==> config.mk <==
export PLATFORM = sky130hd
export DESIGN_NAME = mem_access
export DESIGN_NICKNAME = d
export VERILOG_FILES = /design/src/rtl/mem_access.sv
export SDC_FILE = /design/constraint.sdc
export NUM_CORES = 2
export LEC_CHECK = 0
export BUFFER_PORTS_ARGS = -buffer_cell sky130_fd_sc_hd__buf_2
export CELL_PAD_IN_SITES_DETAIL_PLACEMENT = 0
export CELL_PAD_IN_SITES_GLOBAL_PLACEMENT = 1
export CORE_MARGIN = 10
export CORE_UTILIZATION = 50
export DETAILED_ROUTE_END_ITERATION = 16
export HOLD_SLACK_MARGIN = 0.15
export PLACE_DENSITY = 0.86
export SETUP_SLACK_MARGIN = 0.2
export SYNTH_ARGS = -nofsm -noshare
export SYNTH_HDL_FRONTEND = slang
export SYNTH_SLANG_ARGS = --single-unit
==> constraint.sdc <==
create_clock -name clk -period 5.2 [get_ports clk]
set_input_delay 1.04 -clock clk [delete_from_list [all_inputs] [get_ports clk]]
set_output_delay 1.04 -clock clk [all_outputs]
set_load 0.005 [all_outputs]
==> src/rtl/mem_access.sv <==
// mem_access: data-memory access stage between EXE/MEM and MEM/WB.
// Owns a word-organised data RAM (2^DMW words of DW bits). Executes RV32I
// loads (LB/LH/LW/LBU/LHU) and stores (SB/SH/SW). Each memory operation
// is held for LAT cycles. Every other instruction passes through in one cycle.
//
// Ports:
//   clk, rst        clock, asynchronous active-high reset
//   in_valid        upstream offers inst/addr/wdata/rd
//   in_ready        stage can accept (IDLE only)
//   inst            instruction from EXE/MEM
//   addr            effective address or pass-through ALU result
//   wdata           store data (rs2)
//   rd              destination register
//   out_valid       one-cycle pulse qualifying out/out_inst/rd_o
//   out             load data or pass-through result (0 for stores)
//   out_inst        instruction forwarded to MEM/WB
//   rd_o            destination register (0 for stores)
//   stall           high whenever the stage is busy
//   fault           sticky misalignment flag
//
// Optional feature: define MEM_MISALIGN_TRAP_EN to trap misaligned accesses.
// When it is defined, a misaligned access sets fault, the write is suppressed,
// and a misaligned load returns 0/rd 0. When it is undefined, misaligned
// addresses are force-aligned and fault stays 0.
module mem_access #(
    parameter int DW  = 32,
    parameter int IW  = 32,
    parameter int RFW = 5,
    parameter int DMW = 6,
    parameter int LAT = 2
) (
    input  logic           clk,
    input  logic           rst,
    input  logic           in_valid,
    output logic           in_ready,
    input  logic [IW-1:0]  inst,
    input  logic [DW-1:0]  addr,
    input  logic [DW-1:0]  wdata,
    input  logic [RFW-1:0] rd,
    output logic           out_valid,
    output logic [DW-1:0]  out,
    output logic [IW-1:0]  out_inst,
    output logic [RFW-1:0] rd_o,
    output logic           stall,
    output logic           fault
);

    localparam logic [6:0] OP_LOAD  = 7'b0000011;
    localparam logic [6:0] OP_STORE = 7'b0100011;

    typedef enum logic [1:0] {S_IDLE, S_ACCESS, S_DONE} state_t;

    function automatic logic f_is_load(input logic [6:0] op, input logic [2:0] f3);
        return (op == OP_LOAD) && (f3 == 3'b000 || f3 == 3'b001 || f3 == 3'b010 ||
                                   f3 == 3'b100 || f3 == 3'b101);
    endfunction

    function automatic logic f_is_store(input logic [6:0] op, input logic [2:0] f3);
        return (op == OP_STORE) && (f3 == 3'b000 || f3 == 3'b001 || f3 == 3'b010);
    endfunction

    // Right-justified lane data is extended according to funct3.
    function automatic logic [DW-1:0] f_extend(input logic [2:0] f3, input logic [DW-1:0] s);
        case (f3)
            3'b000:  return {{(DW-8){s[7]}}, s[7:0]};
            3'b001:  return {{(DW-16){s[15]}}, s[15:0]};
            3'b100:  return {{(DW-8){1'b0}}, s[7:0]};
            3'b101:  return {{(DW-16){1'b0}}, s[15:0]};
            default: return s;
        endcase
    endfunction

    state_t             r_state, w_next;
    logic [2:0]         r_cnt;
    logic [IW-1:0]      r_inst;
    logic [DMW+1:0]     r_addr;
    logic [DW-1:0]      r_wdata;
    logic [RFW-1:0]     r_rd;
    logic [DW-1:0]      r_out;
    logic [RFW-1:0]     r_rd_o;
    logic [DW-1:0]      r_ram [0:(2**DMW)-1];

    logic               w_accept;
    logic               w_in_mem;
    logic               w_commit;
    logic [2:0]         w_f3;
    logic               w_load;
    logic               w_store;
    logic               w_suppress;
    logic [1:0]         w_off;
    logic [DMW-1:0]     w_idx;
    logic [DW-1:0]      w_rshift;
    logic [DW-1:0]      w_ldata;
    logic [DW-1:0]      w_wshift;
    logic [3:0]         w_be;

    assign w_in_mem = f_is_load(inst[6:0], inst[14:12]) | f_is_store(inst[6:0], inst[14:12]);
    assign w_f3     = r_inst[14:12];
    assign w_load   = f_is_load(r_inst[6:0], w_f3);
    assign w_store  = f_is_store(r_inst[6:0], w_f3);
    assign w_commit = (r_state == S_ACCESS) && (r_cnt == 3'd0);
    assign w_idx    = r_addr[DMW+1:2];

    // Lane offset is force-aligned to the access size; the trap build
    // suppresses misaligned accesses separately, so this is safe in both.
    always_comb begin
        w_off = 2'b00;
        w_be  = 4'b1111;
        case (w_f3[1:0])
            2'b00: begin
                w_off = r_addr[1:0];
                w_be  = 4'b0001 << r_addr[1:0];
            end
            2'b01: begin
                w_off = {r_addr[1], 1'b0};
                w_be  = 4'b0011 << {r_addr[1], 1'b0};
            end
            default: begin
                w_off = 2'b00;
                w_be  = 4'b1111;
            end
        endcase
    end

    assign w_rshift = r_ram[w_idx] >> {w_off, 3'b000};
    assign w_ldata  = f_extend(w_f3, w_rshift);
    assign w_wshift = r_wdata << {w_off, 3'b000};

`ifdef MEM_MISALIGN_TRAP_EN
    logic w_misalign;
    logic r_fault;
    assign w_misalign = (w_f3[1:0] == 2'b01 && r_addr[0]) ||
                        (w_f3[1:0] == 2'b10 && r_addr[1:0] != 2'b00);
    assign w_suppress = w_misalign;

    always_ff @(posedge clk or posedge rst) begin
        if (rst)
            r_fault <= 1'b0;
        else if (w_commit && w_misalign)
            r_fault <= 1'b1;
    end
    assign fault = r_fault;
`else
    assign w_suppress = 1'b0;
    assign fault      = 1'b0;
`endif

    // FSM state and latency counter
    always_ff @(posedge clk or posedge rst) begin
        if (rst) begin
            r_state <= S_IDLE;
            r_cnt   <= 3'd0;
        end else begin
            r_state <= w_next;
            if (w_accept && w_in_mem)
                r_cnt <= 3'(LAT - 1);
            else if (r_state == S_ACCESS && r_cnt != 3'd0)
                r_cnt <= r_cnt - 3'd1;
        end
    end

    always_comb begin
        w_next    = r_state;
        w_accept  = 1'b0;
        in_ready  = 1'b0;
        stall     = 1'b1;
        out_valid = 1'b0;
        case (r_state)
            S_IDLE: begin
                in_ready = 1'b1;
                stall    = 1'b0;
                if (in_valid) begin
                    w_accept = 1'b1;
                    w_next   = w_in_mem ? S_ACCESS : S_DONE;
                end
            end
            S_ACCESS: begin
                if (r_cnt == 3'd0)
                    w_next = S_DONE;
            end
            S_DONE: begin
                out_valid = 1'b1;
                w_next    = S_IDLE;
            end
            default: w_next = S_IDLE;
        endcase
    end

    // Operand latch: held for the whole operation, no reset needed
    always_ff @(posedge clk) begin
        if (w_accept) begin
            r_addr  <= addr[DMW+1:0];
            r_wdata <= wdata;
            r_rd    <= rd;
        end
    end

    // Result registers driving MEM/WB
    always_ff @(posedge clk or posedge rst) begin
        if (rst) begin
            r_out  <= '0;
            r_rd_o <= '0;
            r_inst <= '0;
        end else if (w_accept) begin
            r_inst <= inst;
            if (!w_in_mem) begin
                r_out  <= addr;
                r_rd_o <= rd;
            end
        end else if (w_commit) begin
            if (w_load && !w_suppress) begin
                r_out  <= w_ldata;
                r_rd_o <= r_rd;
            end else begin
                r_out  <= '0;
                r_rd_o <= '0;
            end
        end
    end

    // Data RAM: byte-lane write on the final access cycle
    always_ff @(posedge clk) begin
        if (w_commit && w_store && !w_suppress) begin
            for (int b = 0; b < 4; b++) begin
                if (w_be[b])
                    r_ram[w_idx][8*b +: 8] <= w_wshift[8*b +: 8];
            end
        end
    end

    assign out      = r_out;
    assign rd_o     = r_rd_o;
    assign out_inst = r_inst;

endmodule

==> results.toml <==
[run_status]
status = "complete, no violations"

[floorplan]
dieArea_um2 = 187000
core_area_um2 = 169000
die_y_um = 432
io_pins = 177
die_x_um = 432
start_util = 0.503
rows = 151

[global_routing]
grt_pass1_vias = 45500
grt_usage = 0.258
antenna_found_initial = 19
grt.overflow.total = 0
grt_start_max_net_pins = 88
grt_pass1_wl_mm = 344

[critical_path]
cp_num_cells = 8
critical-path-top-delay-family = "compound AO/OA/AOI/OAI gates"
crit_fanout = 39
slowest_stage = "dfxtp_4"
r2r_setup_slack_ps = 520
arrival_ps = 5370
crit_path_frequent_cell = "buf_4"
rr_endpoint = "out[25]"
worstSetupStartpointType = "flop"
reg2reg_depth = 8
end_kind = "flop"
crit_buf_inv = 2
max_stage_delay_ps = 960
critical_path.cell_chain = "buf_4 -> mux4_2 -> a221oi_1 -> a41oi_1 -> buf_4 -> a211o_1 -> a221oi_4 -> o21ai_0"
cp-endpoint = "out[25]"
worstPathRequired_ps = 5890
critical_path_class = "flop to flop"

[synth]
netlist_area_um2 = 85000
ys_async_sr_fraction = 0.0341
ys.flop_type = "edfxtp_1"
synth-seq-area-share = 0.763
synth_cell_types = 67
yosys_warnings = 0
ys_ff_latch = 2173
synth_edf_count = 2093
syn_inst = 4243
syn_avg_cell_area_um2 = 20.0
synthesis.nets = 4349

[timing]
setup_viol = 0
worst_pin_slew_ps = 1340
slew_headroom = 0.105
setup_tns_ps = 0
finalHoldViolations = 0
fin_skew_ps = 48.5
fin_crit_sh = 0.900
slew_viol_final = 0
max_freq_ghz = 0.214
holdWs_ps = 370
setup_slack_ps = 519
rsz0062_at_grt = "false"
period_needed_ps = 4680

[cts]
clk_latency_ps = 870
cts_tree = "yes"
clockBufferDepth = 3
cts_root_buf = "clkbuf_16"
numCtsBuffers = 206
htreeDepth = 4
postCtsSetupRepairBufs = 0
clock_sink_count = 2173
clk_pin_slew_ps = 70

[finish]
area_growth_pct = 12.8
mostFrequentLayoutCells = "edfxtp_1 (2093), mux4_2 (512), nor2_1 (310)"
nets = 4652
drive_gt1_frac = 0.261
fill_cells = 11900
final_common_cell = "edfxtp_1"
postLayoutCellArea_um2 = 95800

[placement]
pre_cts_ws_ps = 451
postPlaceCellArea_um2 = 89000
io_buffers = 175
place.gp.congestion = 0.926
place_hpwl_mm = 156

[worst_hold_path]
min_path_type = "input port to flop"
min_path_cells = 1

[power_and_ir_drop]
comb_power_share = 0.100
p_int_mw = 29.5
sw_frac_of_total = 0.239
p_seq_frac = 0.514
peakVddDrop_v = 0.000336
p_per_area_nw_per_um2 = 405
p_leak_nw = 30.7
p_sw_mw = 9.30
pwr-share-clk = 0.386

[detailed_routing]
routed_wl_mm = 245
drt-pass1-iter-count = 9
vias = 46400
drcViolationCount = 0
wl_per_cell_um = 35.2
first_iter_violations = 7707
drt.antenna.violating_nets = 0
via_per_inst = 6.66

[run]
cap_violations = 0
## through the flow
| step | std cells | utilization | power [mW] |
|---|---|---|---|
| 2_1_floorplan | 4243 | - | 22.5 |
| 3_3_place_gp | 6555 | 0.527 | 24.0 |
| 5_1_grt | 6946 | 0.567 | 39.7 |
| 3_5_place_dp | 6555 | 0.527 | 24.1 |
| 4_1_cts | 6937 | 0.566 | 38.8 |
| 6_report | 6959 | 0.567 | 38.8 |
## metal layers
| layer | up-vias | global-route usage | share of wire |
|---|---|---|---|
| met2 | 3827 | 0.385 | 0.45 |
| li1 | 18000 | - | - |
| met4 | 18 | 0.159 | 0.075 |
| met5 | - | 0.00640 | 0.0012 |
| met1 | 23700 | 0.326 | 0.34 |
| met3 | 837 | 0.0896 | 0.14 |
## state kept, by name, indices dropped and copies added, names as in the netlist, named ones only
signal,flops
r_ram,2048
r_wdata,32
out,32
r_rd,5
r_addr,8
r_cnt,3
rd_o,5
r_state,2
out_inst,32
## cells by family after synthesis
family          after synthesis  share of synthesized area
xor+xnor                      2                   0.000206
fa+ha+maj                     2                   0.000294
buf+inv                     261                     0.0164
flops                      2173                      0.763
compound gates              385                     0.0312
simple gates                792                     0.0396
mux                         627                      0.149
other cells                   1                  0.0000441
## cell type report
class	count	area (µm²)	share of cell area
Antenna cell	22	55.1	0.000574
Multi-Input combinational cell	1809	19100	0.199
Inverter	12	48.8	0.000509
Tap cell	2218	2780	0.0290
Clock inverter	122	1220	0.0127
Clock buffer	259	5500	0.0574
Sequential cell	2173	64800	0.677
Timing Repair Buffer	344	2300	0.0240
## Yosys cell counts, types with 4 or more instances
cell type  instances  area [µm²]
a211oi_1           8        60.1
a21o_1             5        37.5
a21oi_1           84         420
a221oi_1          37         324
a22o_1            22         193
a22oi_1           68         510
a31oi_1            9        56.3
a32o_1             4        40.0
a32oi_1            4        35.0
and2_1             5        31.3
and3_1            45         282
buf_1             16        60.1
buf_2             50         250
buf_4             37         278
buf_6             25         282
clkbuf_1         118         443
dfrtp_1           74        1850
dfxtp_1            6         120
edfxtp_1        2093       62900
inv_1             10        37.5
mux2_2             9         101
mux2i_1          106        1060
mux4_2           512       11500
nand2_1          308        1160
nand2b_1          12        75.1
nand3_1           34         170
nor2_1           313        1170
nor2b_1           17         106
nor3_1            20         100
nor3b_1            8        60.1
nor4_1             6        37.5
o211ai_1          15         113
o21ai_0           48         240
o21ai_1           16        80.1
o221ai_1          11        96.3
o22ai_1           29         181
or2_2              7        43.8
## worst min-delay path by stage
stage / endpoint / startpoint / slack, ps
finish: r_wdata[2] / wdata[2] / 370
global route: r_wdata[2] / wdata[2] / 350
CTS: r_wdata[2] / wdata[2] / 330
detailed placement: out_inst[23] / out_inst[23] / 460
global placement: out_inst[18] / out_inst[18] / 450
floorplan: out_inst[10] / out_inst[10] / 470
## power groups by stage
stage / sequential (mW) / clock, mW / combinational [mW]
2_1_floorplan: 20.3 / 0 / 2.20
3_3_place_gp: 20.3 / 0 / 3.66
3_5_place_dp: 20.3 / 0 / 3.76
4_1_cts: 20.0 / 15.0 / 3.79
5_1_grt: 20.0 / 15.7 / 4.02
6_report: 20.0 / 15.0 / 3.88
## repair_timing
item,in CTS,in global routing
endpoints found under the setup margin,0,2
hold endpoints to repair,24,0
gates resized for setup,0,1
hold buffers,1,0
(Power assumes the default switching activity.)
